<file path="config.mk">
export PLATFORM = sky130hd
export DESIGN_NAME = rggen_register_common_flat
export DESIGN_NICKNAME = d
export VERILOG_FILES = /design/src/rtl/rggen_register_common_if.sv /design/src/rtl/rggen_register_common.sv /design/src/flat_wrapper.sv
export SDC_FILE = /design/constraint.sdc
export NUM_CORES = 1
export LEC_CHECK = 0
export CORE_AREA = 2 2 108 110
export DETAILED_ROUTE_END_ITERATION = 10
export DIE_AREA = 0 0 110 112
export RECOVER_POWER = 100
export SLEW_MARGIN = 20
export SYNTH_ARGS = -nofsm -noshare
export SYNTH_HDL_FRONTEND = slang
export SYNTH_SLANG_ARGS = --single-unit
</file>
<file path="constraint.sdc">
create_clock -name vclk -period 7.3
set_input_delay 2.19 -clock vclk [all_inputs]
set_output_delay 2.19 -clock vclk [all_outputs]
set_load 0.01 [all_outputs]
</file>
<file path="src/rtl/rggen_register_common_if.sv">
// Register bus bundle between the register-block decoder (master) and one register (slave).
interface rggen_register_common_if #(
    parameter int ADDRESS_WIDTH = 8,
    parameter int BUS_WIDTH     = 32,
    parameter int DATA_WIDTH    = BUS_WIDTH
);
    logic                     register_valid;
    logic [1:0]               register_access;
    logic [ADDRESS_WIDTH-1:0] register_address;
    logic [BUS_WIDTH-1:0]     register_write_data;
    logic [BUS_WIDTH/8-1:0]   register_strobe;
    logic                     register_active;
    logic                     register_ready;
    logic [1:0]               register_status;
    logic [BUS_WIDTH-1:0]     register_read_data;
    logic [DATA_WIDTH-1:0]    register_value;

    modport master (
        output register_valid, register_access, register_address,
               register_write_data, register_strobe,
        input  register_active, register_ready, register_status,
               register_read_data, register_value
    );

    modport slave (
        input  register_valid, register_access, register_address,
               register_write_data, register_strobe,
        output register_active, register_ready, register_status,
               register_read_data, register_value
    );
endinterface

</file>
<file path="src/rtl/rggen_register_common.sv">
// Common register front end: address decode, lane select and bit-field mask generation.
// Optional RGGEN_BACKDOOR_EN adds a pending backdoor port that uses idle bus cycles.
module rggen_register_common #(
    parameter bit                    READABLE       = 1'b1,
    parameter bit                    WRITABLE       = 1'b1,
    parameter int                    ADDRESS_WIDTH  = 8,
    parameter int                    OFFSET_ADDRESS = 0,
    parameter int                    BUS_WIDTH      = 32,
    parameter int                    DATA_WIDTH     = BUS_WIDTH,
    parameter logic [DATA_WIDTH-1:0] VALID_BITS     = '1,
    parameter int                    REGISTER_INDEX = 0
)(
    input  logic                  i_clk,
    input  logic                  i_rst_n,
    rggen_register_common_if.slave register_if,
    input  logic                  i_additional_match,
    output logic                  o_bit_field_valid,
    output logic [DATA_WIDTH-1:0] o_bit_field_read_mask,
    output logic [DATA_WIDTH-1:0] o_bit_field_write_mask,
    output logic [DATA_WIDTH-1:0] o_bit_field_write_data,
    input  logic [DATA_WIDTH-1:0] i_bit_field_read_data,
    input  logic [DATA_WIDTH-1:0] i_bit_field_value
`ifdef RGGEN_BACKDOOR_EN
    ,
    input  logic                  i_backdoor_valid,
    input  logic [DATA_WIDTH-1:0] i_backdoor_read_mask,
    input  logic [DATA_WIDTH-1:0] i_backdoor_write_mask,
    input  logic [DATA_WIDTH-1:0] i_backdoor_write_data,
    output logic                  o_backdoor_ready,
    output logic [DATA_WIDTH-1:0] o_backdoor_read_data
`endif
);
    localparam int unsigned BUS_BYTES  = BUS_WIDTH / 8;
    localparam int unsigned BYTE_SHIFT = $clog2(BUS_BYTES);
    localparam int unsigned WORDS      = DATA_WIDTH / BUS_WIDTH;
    localparam logic [63:0] BASE       = 64'(OFFSET_ADDRESS) + 64'(REGISTER_INDEX) * 64'(DATA_WIDTH / 8);

    logic [63:0]           address;
    logic [63:0]           word_offset;
    logic                  in_range;
    logic                  write;
    logic                  hit;
    logic                  bus_valid_hit;
    logic [BUS_WIDTH-1:0]  strobe_bits;
    logic [DATA_WIDTH-1:0] bus_read_mask;
    logic [DATA_WIDTH-1:0] bus_write_mask;
    logic [DATA_WIDTH-1:0] bus_write_data;
    logic [BUS_WIDTH-1:0]  bus_read_data;

    // Compare in bus-word units so the byte-offset bits never affect the hit.
    assign address     = 64'(register_if.register_address);
    assign word_offset = (address >> BYTE_SHIFT) - (BASE >> BYTE_SHIFT);
    assign in_range    = ((address >> BYTE_SHIFT) >= (BASE >> BYTE_SHIFT)) && (word_offset < 64'(WORDS));
    assign write       = register_if.register_access[0];
    assign hit         = in_range && i_additional_match && (write ? WRITABLE : READABLE);
    assign bus_valid_hit = register_if.register_valid && hit;

    always_comb begin
        strobe_bits = '0;
        for (int unsigned b = 0; b < BUS_WIDTH; b++) begin
            strobe_bits[b] = register_if.register_strobe[b/8];
        end
    end

    always_comb begin
        bus_read_mask  = '0;
        bus_write_mask = '0;
        bus_write_data = '0;
        bus_read_data  = '0;
        for (int unsigned i = 0; i < WORDS; i++) begin
            if (bus_valid_hit && (word_offset == 64'(i))) begin
                if (write) begin
                    bus_write_mask[i*BUS_WIDTH +: BUS_WIDTH] = strobe_bits & VALID_BITS[i*BUS_WIDTH +: BUS_WIDTH];
                    bus_write_data[i*BUS_WIDTH +: BUS_WIDTH] = register_if.register_write_data;
                end else begin
                    bus_read_mask[i*BUS_WIDTH +: BUS_WIDTH] = VALID_BITS[i*BUS_WIDTH +: BUS_WIDTH];
                    bus_read_data = i_bit_field_read_data[i*BUS_WIDTH +: BUS_WIDTH] & VALID_BITS[i*BUS_WIDTH +: BUS_WIDTH];
                end
            end
        end
    end

    assign register_if.register_active    = hit;
    assign register_if.register_ready     = bus_valid_hit;
    assign register_if.register_status    = 2'b00;
    assign register_if.register_read_data = bus_read_data;
    assign register_if.register_value     = i_bit_field_value & VALID_BITS;

`ifdef RGGEN_BACKDOOR_EN
    typedef enum logic {BD_IDLE, BD_PENDING} bd_state_e;

    bd_state_e             bd_state;
    bd_state_e             bd_state_next;
    logic                  bd_apply;
    logic [DATA_WIDTH-1:0] bd_read_mask;
    logic [DATA_WIDTH-1:0] bd_write_mask;
    logic [DATA_WIDTH-1:0] bd_write_data;
    logic                  unused_access;

    always_ff @(posedge i_clk or negedge i_rst_n) begin
        if (!i_rst_n) begin
            bd_state      <= BD_IDLE;
            bd_read_mask  <= '0;
            bd_write_mask <= '0;
            bd_write_data <= '0;
        end else begin
            bd_state <= bd_state_next;
            if (i_backdoor_valid) begin
                bd_read_mask  <= i_backdoor_read_mask;
                bd_write_mask <= i_backdoor_write_mask;
                bd_write_data <= i_backdoor_write_data;
            end
        end
    end

    // A bus hit wins the bit-field port; the backdoor waits for the next free cycle.
    always_comb begin
        bd_state_next = bd_state;
        bd_apply      = 1'b0;
        if ((bd_state == BD_PENDING) && !bus_valid_hit) begin
            bd_apply      = 1'b1;
            bd_state_next = BD_IDLE;
        end
        if (i_backdoor_valid) begin
            bd_state_next = BD_PENDING;
        end
    end

    assign o_bit_field_valid      = bus_valid_hit || bd_apply;
    assign o_bit_field_read_mask  = bd_apply ? bd_read_mask  : bus_read_mask;
    assign o_bit_field_write_mask = bd_apply ? bd_write_mask : bus_write_mask;
    assign o_bit_field_write_data = bd_apply ? bd_write_data : bus_write_data;
    assign o_backdoor_ready       = bd_apply;
    assign o_backdoor_read_data   = bd_apply ? i_bit_field_read_data : '0;
    assign unused_access          = register_if.register_access[1];
`else
    logic unused_inputs;

    assign o_bit_field_valid      = bus_valid_hit;
    assign o_bit_field_read_mask  = bus_read_mask;
    assign o_bit_field_write_mask = bus_write_mask;
    assign o_bit_field_write_data = bus_write_data;
    assign unused_inputs          = &{1'b0, i_clk, i_rst_n, register_if.register_access[1]};
`endif
endmodule

</file>
<file path="src/flat_wrapper.sv">
// flat-port wrapper written by rule: the top's interface ports become plain ports
module rggen_register_common_flat 
#(
    parameter bit                    READABLE       = 1'b1,
    parameter bit                    WRITABLE       = 1'b1,
    parameter int                    ADDRESS_WIDTH  = 8,
    parameter int                    OFFSET_ADDRESS = 0,
    parameter int                    BUS_WIDTH      = 32,
    parameter int                    DATA_WIDTH     = BUS_WIDTH,
    parameter logic [DATA_WIDTH-1:0] VALID_BITS     = '1,
    parameter int                    REGISTER_INDEX = 0
)
  (i_clk, i_rst_n, i_additional_match, o_bit_field_valid, o_bit_field_read_mask, o_bit_field_write_mask, o_bit_field_write_data, i_bit_field_read_data, i_bit_field_value, register_if_register_valid, register_if_register_access, register_if_register_address, register_if_register_write_data, register_if_register_strobe, register_if_register_active, register_if_register_ready, register_if_register_status, register_if_register_read_data, register_if_register_value);
  rggen_register_common_if #(.ADDRESS_WIDTH(ADDRESS_WIDTH), .BUS_WIDTH(BUS_WIDTH), .DATA_WIDTH(DATA_WIDTH)) register_if_i ();
  input  logic i_clk;
  input  logic i_rst_n;
  input  logic i_additional_match;
  output logic o_bit_field_valid;
  output logic [DATA_WIDTH-1:0] o_bit_field_read_mask;
  output logic [DATA_WIDTH-1:0] o_bit_field_write_mask;
  output logic [DATA_WIDTH-1:0] o_bit_field_write_data;
  input  logic [DATA_WIDTH-1:0] i_bit_field_read_data;
  input  logic [DATA_WIDTH-1:0] i_bit_field_value;
  input wire logic [$bits(register_if_i.register_valid)-1:0] register_if_register_valid;
  input wire logic [$bits(register_if_i.register_access)-1:0] register_if_register_access;
  input wire logic [$bits(register_if_i.register_address)-1:0] register_if_register_address;
  input wire logic [$bits(register_if_i.register_write_data)-1:0] register_if_register_write_data;
  input wire logic [$bits(register_if_i.register_strobe)-1:0] register_if_register_strobe;
  output wire logic [$bits(register_if_i.register_active)-1:0] register_if_register_active;
  output wire logic [$bits(register_if_i.register_ready)-1:0] register_if_register_ready;
  output wire logic [$bits(register_if_i.register_status)-1:0] register_if_register_status;
  output wire logic [$bits(register_if_i.register_read_data)-1:0] register_if_register_read_data;
  output wire logic [$bits(register_if_i.register_value)-1:0] register_if_register_value;
  assign register_if_i.register_valid = register_if_register_valid;
  assign register_if_i.register_access = register_if_register_access;
  assign register_if_i.register_address = register_if_register_address;
  assign register_if_i.register_write_data = register_if_register_write_data;
  assign register_if_i.register_strobe = register_if_register_strobe;
  assign register_if_register_active = register_if_i.register_active;
  assign register_if_register_ready = register_if_i.register_ready;
  assign register_if_register_status = register_if_i.register_status;
  assign register_if_register_read_data = register_if_i.register_read_data;
  assign register_if_register_value = register_if_i.register_value;
  rggen_register_common #(.READABLE(READABLE), .WRITABLE(WRITABLE), .ADDRESS_WIDTH(ADDRESS_WIDTH), .OFFSET_ADDRESS(OFFSET_ADDRESS), .BUS_WIDTH(BUS_WIDTH), .DATA_WIDTH(DATA_WIDTH), .VALID_BITS(VALID_BITS), .REGISTER_INDEX(REGISTER_INDEX)) u_core (.i_clk(i_clk), .i_rst_n(i_rst_n), .register_if(register_if_i), .i_additional_match(i_additional_match), .o_bit_field_valid(o_bit_field_valid), .o_bit_field_read_mask(o_bit_field_read_mask), .o_bit_field_write_mask(o_bit_field_write_mask), .o_bit_field_write_data(o_bit_field_write_data), .i_bit_field_read_data(i_bit_field_read_data), .i_bit_field_value(i_bit_field_value));
endmodule
</file>
==> results of run 1 <==
==> cell type report <==
cell class,instances,share of cell area (%)
multi-input cells,112,24.43
inverters,33,3.797
well taps,143,5.485
repair buffers,221,66.28
==> metrics by stage <==
stage               area, sq um  total power (uW)
floorplan                  1803             50.90
global placement           3327             78.30
detailed placement         3327             79.95
CTS                        3327             80.15
global route               3262             83.95
finish                     3262             77.60
==> Yosys cell counts (2+ instances only) <==
master                     instances  area, sq um
sky130_fd_sc_hd__buf_1             4        15.01
sky130_fd_sc_hd__clkbuf_1         11        41.29
sky130_fd_sc_hd__inv_1            33        123.9
sky130_fd_sc_hd__nor3_1           38        190.2
sky130_fd_sc_hd__nor4_4            2        42.54
sky130_fd_sc_hd__nand3_1          36        180.2
sky130_fd_sc_hd__buf_4            94        705.7
sky130_fd_sc_hd__buf_6             5        56.30
sky130_fd_sc_hd__buf_2             8        40.04
sky130_fd_sc_hd__nor4_2           29        362.9
==> metal layers <==
| layer | vias up | global-route usage [%] | share of wire, % |
|---|---|---|---|
| met5 | - | 0 | 0 |
| met1 | 916 | 10.17 | 36 |
| met2 | 141 | 18.53 | 53 |
| met3 | 10 | 1.522 | 9.7 |
| li1 | 986 | - | - |
| met4 | 0 | 1.266 | 1.2 |
==> power by group <==
group	switching, uW	total, uW	internal (uW)
Clock	0	0	0
Combinational	33.1	77.6	44.4
Sequential	0	0	0
==> worst paths after layout <==
| kind | from | end | slack (ns) | cells after the start |
|---|---|---|---|---|
| max | register_if_register_address[5] | register_if_register_read_data[20] | 0.31 | 5 |
| min | i_bit_field_value[10] | register_if_register_value[10] | 4.38 | 0 |
==> kinds of logic (layout without fill, tap and decap cells) <==
| group | after synthesis | in the layout | synth area share (%) |
|---|---|---|---|
| buffers and inverters | 155 | 254 | 54.74 |
| other | 1 | 2 | 0.2090 |
| AND/OR/NAND/NOR | 110 | 110 | 45.05 |
==> worst max-delay path: stages <==
cell                              delay, ns
sky130_fd_sc_hd__clkdlybuf4s50_1       0.41
sky130_fd_sc_hd__or4b_4                0.77
sky130_fd_sc_hd__buf_2                 0.44
sky130_fd_sc_hd__nor4_2                0.31
sky130_fd_sc_hd__dlygate4sd3_1         0.65
==> metrics.yaml, run 1 <==
dp_slack_ns: 0.5058
via_per_inst: 4.033
starting_density_pct: 16.06
cts.repair.resized: 0
gpl.final_weighted_congestion: 0.7227
ctsHoldBuffers: 0
die-area_sq_um: 12320
outcome: "finished, final reports clean"
synth.lib_cells_used.distinct: 16
crit_required_ns: 5.11
timing.slew.headroom_pct: 27.49
timing_hold_violations_final: 0
power-per-cell-area_nw_per_um2: 23.79
detail_route.first_pass.iterations: 4
antenna_found_initial: 0
power.static_leakage_uw: 0.001270
die_boundary_height_um: 112
ios: 279
fin_util_pct: 29.19
multi_input_area_sq_um: 797.0
areaGrowthSynthToFinish_pct: 81.80
fin_setup_tns_ns: 0
mostFrequentLayoutCells: "sky130_fd_sc_hd__clkdlybuf4s50_1 (144), sky130_fd_sc_hd__dlygate4sd3_1 (64), sky130_fd_sc_hd__nor3_1 (37), sky130_fd_sc_hd__nand3_1 (36), sky130_fd_sc_hd__inv_1 (33)"
final_critical_path_setup_slack_ns: 0.3117
critPathCaptureType: "output pin"
nets: 482
worst-slew-pin-transition_ns: 1.088
grt_start_max_net_pins: 49
drive_gt1_share_pct: 10.66
track_usage_pct: 9.301
critPathMaxFanout: 37
final_cell_count_no_fill: 509
timing.fmax_mhz: 143.1
layout.area.seq_sq_um: 0
via_count: 2053
fin_crit_ns: 6.988
ir_drop_uv: 15.01
drc: 0
cp.arrival_ns: 4.80
min-delay-path-class: "input pin to output pin"
fp-row-count: 39
via_count_of_the_first_global_routing_pass: 1838
antenna_cells: 0
route.antenna.remaining_nets: 0
setup_viol_count_final: 0
port_buffers: 208
synth_area_per_cell_sq_um: 6.745
layout.cells.most_common: "sky130_fd_sc_hd__clkdlybuf4s50_1"
fillerInstances: 1204
die-width_um: 110
sequential_cells: 0
wire_per_inst_um: 13.04
core_area_sq_um: 11170
rsz_0062_raised_after_global_routing: "false"
dr.first_iter.drc_count: 80
numPlacedInstances: 509
fin_hold_ws_ns: 4.380
timing.max_cap.violations: 0
critPathLaunchType: "input pin"
wire_length_of_the_first_global_routing_pass_mm: 9.446
clock_buffer_count: 0
syn-instance-count: 266
number_of_post_cts_setup_repair_buffers: 0
grt_overflow: 0
finalWirelength_mm: 6.639
setup.worst_path.class: "input pin to output pin"
post-dp-hpwl_mm: 5.249
post-route-period-util_pct: 95.73
synthesis_warnings: 0
synth-seq-area-share_pct: 0
summed_instance_area_of_the_synthesized_netlist_sq_um: 1794
slew_viol_final: 0
(Power assumes the default switching activity.)
==> run 2: changes to the inputs <==
--- a/config.mk
+++ b/config.mk
@@ -5,9 +5,10 @@
 export SDC_FILE = /design/constraint.sdc
 export NUM_CORES = 1
 export LEC_CHECK = 0
-export CORE_AREA = 2 2 108 110
+export ABC_AREA = 1
+export CORE_AREA = 2 2 107 109
 export DETAILED_ROUTE_END_ITERATION = 10
-export DIE_AREA = 0 0 110 112
+export DIE_AREA = 0 0 109 111
 export RECOVER_POWER = 100
 export SLEW_MARGIN = 20
 export SYNTH_ARGS = -nofsm -noshare
==> run 2 against run 1 <==
Compared with the run above: worst setup slack improved by 0.25 ns; worst hold slack did not move; sequential cell count did not move; power down 23%; critical path type unchanged; combinational power is 23% lower; utilization decreased by 2.8 points; non-clock buffer count decreased by 7; routed wire length fell by 25%; first-iteration DRC count fell by 39%; critical path depth increased by 3; clock-buffer cell count did not move; die area decreased by 1.8%.
==> metrics.yaml, run 2 <==
antenna_cells: 0
power-per-cell-area_nw_per_um2: 20.48
post_synth_most_frequent_cells: "sky130_fd_sc_hd__buf_4 (94), sky130_fd_sc_hd__nor2_1 (52), sky130_fd_sc_hd__nand2_1 (43)"
layout.cells.most_common: "sky130_fd_sc_hd__dlygate4sd3_1"
wire_length_of_the_first_global_routing_pass_mm: 7.141
die-area_sq_um: 12100
destination_of_the_worst_hold_path: "register_if_register_value[11]"
timing.max_cap.violations: 0
number_of_post_cts_setup_repair_buffers: 0
power.static_leakage_uw: 0.001602
timing.slew.headroom_pct: 53.53
synth-seq-area-share_pct: 0
p_int_uw: 41.99
p_seq_share_pct: 0
fin_setup_tns_ns: 0
ir_drop_uv: 13.10
die-width_um: 109
timing.fmax_mhz: 148.4
hp-start: "i_bit_field_value[11]"
setup_viol_count_final: 0
via_count: 1748
grt_start_max_net_pins: 33
pwr-share-comb_pct: 100.0
core_area_sq_um: 11080
summed_instance_area_of_the_synthesized_netlist_sq_um: 1429
layout.area.seq_sq_um: 0
synth_top_area_cell: "sky130_fd_sc_hd__buf_4"
fin_crit_ns: 6.739
nets: 480
drc: 0
route.antenna.remaining_nets: 0
areaGrowthSynthToFinish_pct: 104.9
grt_overflow: 0
hold-path-cell-count: 0
starting_density_pct: 12.90
slew_viol_final: 0
cts.repair.resized: 0
post_synth_main_area_contributors: "sky130_fd_sc_hd__buf_4 (49%), sky130_fd_sc_hd__nor2_1 (14%), sky130_fd_sc_hd__nand2_1 (11%)"
syn-instance-count: 253
via_per_inst: 3.448
p_sw_share_pct: 29.97
synthMostInstantiatedCell: "sky130_fd_sc_hd__buf_4"
min-delay-path-class: "input pin to output pin"
antenna_found_initial: 0
finalWirelength_mm: 4.998
synth.lib_cells_used.distinct: 13
synthesis_warnings: 0
via_count_of_the_first_global_routing_pass: 1530
rsz_0062_raised_after_global_routing: "false"
mostFrequentLayoutCells: "sky130_fd_sc_hd__dlygate4sd3_1 (123), sky130_fd_sc_hd__clkdlybuf4s50_1 (85), sky130_fd_sc_hd__nor2_1 (56), sky130_fd_sc_hd__nand2_1 (43), sky130_fd_sc_hd__inv_1 (30)"
p_sw_uw: 17.97
post-dp-hpwl_mm: 4.388
clock_buffer_count: 0
fp-row-count: 39
synth_area_per_cell_sq_um: 5.648
power.clock.fraction_pct: 0
sequential_cells: 0
wire_per_inst_um: 9.858
critPathCaptureType: "output pin"
crit_required_ns: 5.11
track_usage_pct: 7.148
final_area_sq_um: 2928
critPathMaxFanout: 26
post-route-period-util_pct: 92.32
timing_hold_violations_final: 0
synth_top_area_share_pct: 49.39
die_boundary_height_um: 111
worst-slew-pin-transition_ns: 0.6970
ios: 279
dr.first_iter.drc_count: 49
detail_route.first_pass.iterations: 4
outcome: "finished, final reports clean"
gpl.final_weighted_congestion: 0.7258
ctsHoldBuffers: 0
post_dp_cell_area_sq_um: 2949
setup.worst_path.class: "input pin to output pin"
cp.arrival_ns: 4.55
critPathLaunchType: "input pin"
drive_gt1_share_pct: 6.319
port_buffers: 208
[run 2: worst max path at each step]
stage                                                from                                  to  slack (ns)  cells after the start
after CTS                  register_if_register_access[0]            o_bit_field_read_mask[7]        0.61                      5
final                     register_if_register_address[7]  register_if_register_read_data[10]        0.56                      8
after global routing      register_if_register_address[7]          o_bit_field_write_data[24]        0.27                      8
after detailed placement   register_if_register_access[0]            o_bit_field_read_mask[7]        0.62                      5
after global placement     register_if_register_access[0]           o_bit_field_read_mask[30]        0.70                      5
after floorplan           register_if_register_address[2]           o_bit_field_read_mask[10]        1.51                      7
[run 2: cell families after synthesis]
logic type	Yosys count	share of synthesized area [%]
other	1	0.2624
buffers and inverters	134	63.13
AND/OR/NAND/NOR	118	36.60
[run 2: through the flow]
stage | cells | utilization [%] | hold slack [ns] | worst slack, ns | power (uW)
4_1_cts | 507 | 26.62 | 4.380 | 0.6143 | 61.71
5_1_grt | 507 | 26.43 | 4.380 | 0.2700 | 65.46
2_1_floorplan | 254 | - | 4.467 | 1.508 | 33.60
6_report | 507 | 26.43 | 4.380 | 0.5610 | 59.96
3_3_place_gp | 507 | 26.62 | 4.380 | 0.7010 | 60.84
3_5_place_dp | 507 | 26.62 | 4.380 | 0.6152 | 61.29
[run 2: area by class of cell]
type / count / area (sq um)
Fill cell: 1210 / 8149
Multi-Input combinational cell: 120 / 515.5
Timing Repair Buffer: 214 / 2121
Inverter: 30 / 112.6
Tap cell: 143 / 178.9
[run 2: worst max-delay path, stage by stage]
cell	delay [ns]
sky130_fd_sc_hd__clkdlybuf4s50_1	0.42
sky130_fd_sc_hd__nor2_1	0.11
sky130_fd_sc_hd__nand2_1	0.06
sky130_fd_sc_hd__nor2_1	0.32
sky130_fd_sc_hd__nand2_4	0.26
sky130_fd_sc_hd__clkbuf_1	0.38
sky130_fd_sc_hd__nor2_1	0.17
sky130_fd_sc_hd__dlygate4sd3_1	0.63
[run 2: power groups by stage]
stage / clock (uW) / sequential (uW) / combinational, uW
after floorplan: 0 / 0 / 33.6
after global placement: 0 / 0 / 60.8
after detailed placement: 0 / 0 / 61.3
after CTS: 0 / 0 / 61.7
after global routing: 0 / 0 / 65.5
final: 0 / 0 / 60.0
[run 2: routing by layer]
layer / share of wire (%) / up-vias / routed length (um) / track usage [%]
met3: 14 / 8 / 675 / 1.705
met4: 1.6 / 0 / 82 / 1.282
met1: 33 / 752 / 1652 / 6.787
met2: 52 / 139 / 2587 / 14.91
met5: 0 / - / 0 / 0
li1: - / 849 / - / -
==> run 3: changes to the inputs <==
--- a/config.mk
+++ b/config.mk
@@ -10,6 +10,7 @@
 export DETAILED_ROUTE_END_ITERATION = 10
 export DIE_AREA = 0 0 109 111
 export RECOVER_POWER = 100
+export REMOVE_ABC_BUFFERS = 1
 export SLEW_MARGIN = 20
 export SYNTH_ARGS = -nofsm -noshare
 export SYNTH_HDL_FRONTEND = slang
==> run 3 against run 2 <==
Compared with the run above: worst setup slack improved by 0.0014 ns; combinational power decreased by 0.8%; power decreased by 0.81%; highest routed layer is now met5; die area unchanged; utilization decreased by 0.26 points; clock-buffer cell count unchanged; final cell count decreased by 0.59%; first-iteration DRC count decreased by 14%; final area decreased by 0.98%.
==> metrics.yaml, run 3 (synthesis results as in run 2) <==
outcome: "finished, final reports clean"
via_count_of_the_first_global_routing_pass: 1533
die-width_um: 109
post-dp-hpwl_mm: 6.137
antenna_cells: 0
starting_density_pct: 12.90
cells_traversed_along_the_worst_timing_path: "clkdlybuf4s50_1 > nor2_1 > nand2_1 > nor2_1 > nand2_4 > nor2_1 > dlygate4sd3_1"
areaGrowthSynthToFinish_pct: 102.9
max_stage_delay_on_crit_path_ns: 0.68
worst_path_max_delay_cell: "sky130_fd_sc_hd__dlygate4sd3_1"
ir_drop_uv: 7.677
timing.fmax_mhz: 148.4
sequential_cells: 0
port_buffers: 208
setup_viol_count_final: 0
layout.cells.most_common: "sky130_fd_sc_hd__dlygate4sd3_1"
track_usage_pct: 10.26
power-per-cell-area_nw_per_um2: 20.52
fin_crit_ns: 6.738
gpl.final_weighted_congestion: 0.7308
via_per_inst: 3.488
wire_length_of_the_first_global_routing_pass_mm: 9.384
final_area_sq_um: 2899
worst-slew-pin-transition_ns: 0.6376
via_count: 1758
dr.first_iter.drc_count: 42
finalWirelength_mm: 7.063
wire_per_inst_um: 14.01
ctsHoldBuffers: 0
ios: 279
slew_viol_final: 0
nets: 477
power.static_leakage_uw: 0.001585
cts.repair.resized: 0
route.antenna.remaining_nets: 0
crit_required_ns: 5.11
post-route-period-util_pct: 92.30
timing.slew.headroom_pct: 57.45
setup.worst_path.class: "input pin to output pin"
drive_gt1_share_pct: 4.709
grt_start_max_net_pins: 43
antenna_found_initial: 0
critPathLaunchType: "input pin"
fin_hold_ws_ns: 4.380
fin_setup_tns_ns: 0
mostFrequentLayoutCells: "sky130_fd_sc_hd__dlygate4sd3_1 (121), sky130_fd_sc_hd__clkdlybuf4s50_1 (87), sky130_fd_sc_hd__nor2_1 (60), sky130_fd_sc_hd__nand2_1 (43), sky130_fd_sc_hd__inv_1 (30)"
rsz_0062_raised_after_global_routing: "false"
die_boundary_height_um: 111
die-area_sq_um: 12100
fp-row-count: 39
min-delay-path-class: "input pin to output pin"
cpMostUsedCell: "sky130_fd_sc_hd__nor2_1"
cp.arrival_ns: 4.55
timing.max_cap.violations: 0
critPathMaxFanout: 42
drc: 0
post_dp_cell_area_sq_um: 2927
layout.area.seq_sq_um: 0
clock_buffer_count: 0
fin_util_pct: 26.17
timing_hold_violations_final: 0
number_of_post_cts_setup_repair_buffers: 0
grt_overflow: 0
detail_route.first_pass.iterations: 4
core_area_sq_um: 11080
critPathCaptureType: "output pin"
-- run 3: cell types whose count changed in the layout (fill, tap and decap cells not counted), sizes merged --
cell           delta
dlygate4sd3       -2
clkbuf            -1
clkdlybuf4s50     +2
buf               -2
-- run 3: worst paths after layout --
check,startpoint,cells past startpoint,endpoint
worst max-delay path,register_if_register_address[2],7,o_bit_field_write_mask[21]
worst min-delay path,i_bit_field_value[16],0,register_if_register_value[16]
-- run 3: final cells by class --
| cell class | count | area, sq um |
|---|---|---|
| fillers | 1232 | 8178 |
| repair buffers | 211 | 2102 |
| multi-input cells | 120 | 505.5 |
| well taps | 143 | 178.9 |
| inverters | 30 | 112.6 |
-- run 3: worst max-delay path, delay by kind of cell --
| family | cells | cell delay (ns) |
|---|---|---|
| and+or+nand+nor | 5 | 1.25 |
| buffers and inverters | 2 | 1.08 |
-- run 3: per-layer routing --
layer	vias to the layer above	routed length [um]	track usage, %
met2	134	3011	15.24
met1	775	2856	12.90
met3	2	1121	6.643
met4	2	1	0
li1	845	-	-
met5	-	71	4.464
-- run 3: power by group --
group	internal (uW)	leakage (uW)	total [uW]	switching, uW
logic	41.3	0.00159	59.5	18.2
clock network	0	0	0	0
registers	0	0	0	0
-- run 3: through the flow --
stage / worst slack, ns / std cells / power [uW]
floorplan: 0.09267 / 150 / 11.87
global placement: 0.7661 / 504 / 60.45
detailed placement: 0.6395 / 504 / 61.09
CTS: 0.6468 / 504 / 61.52
global route: 0.3391 / 504 / 64.77
finish: 0.5624 / 504 / 59.48
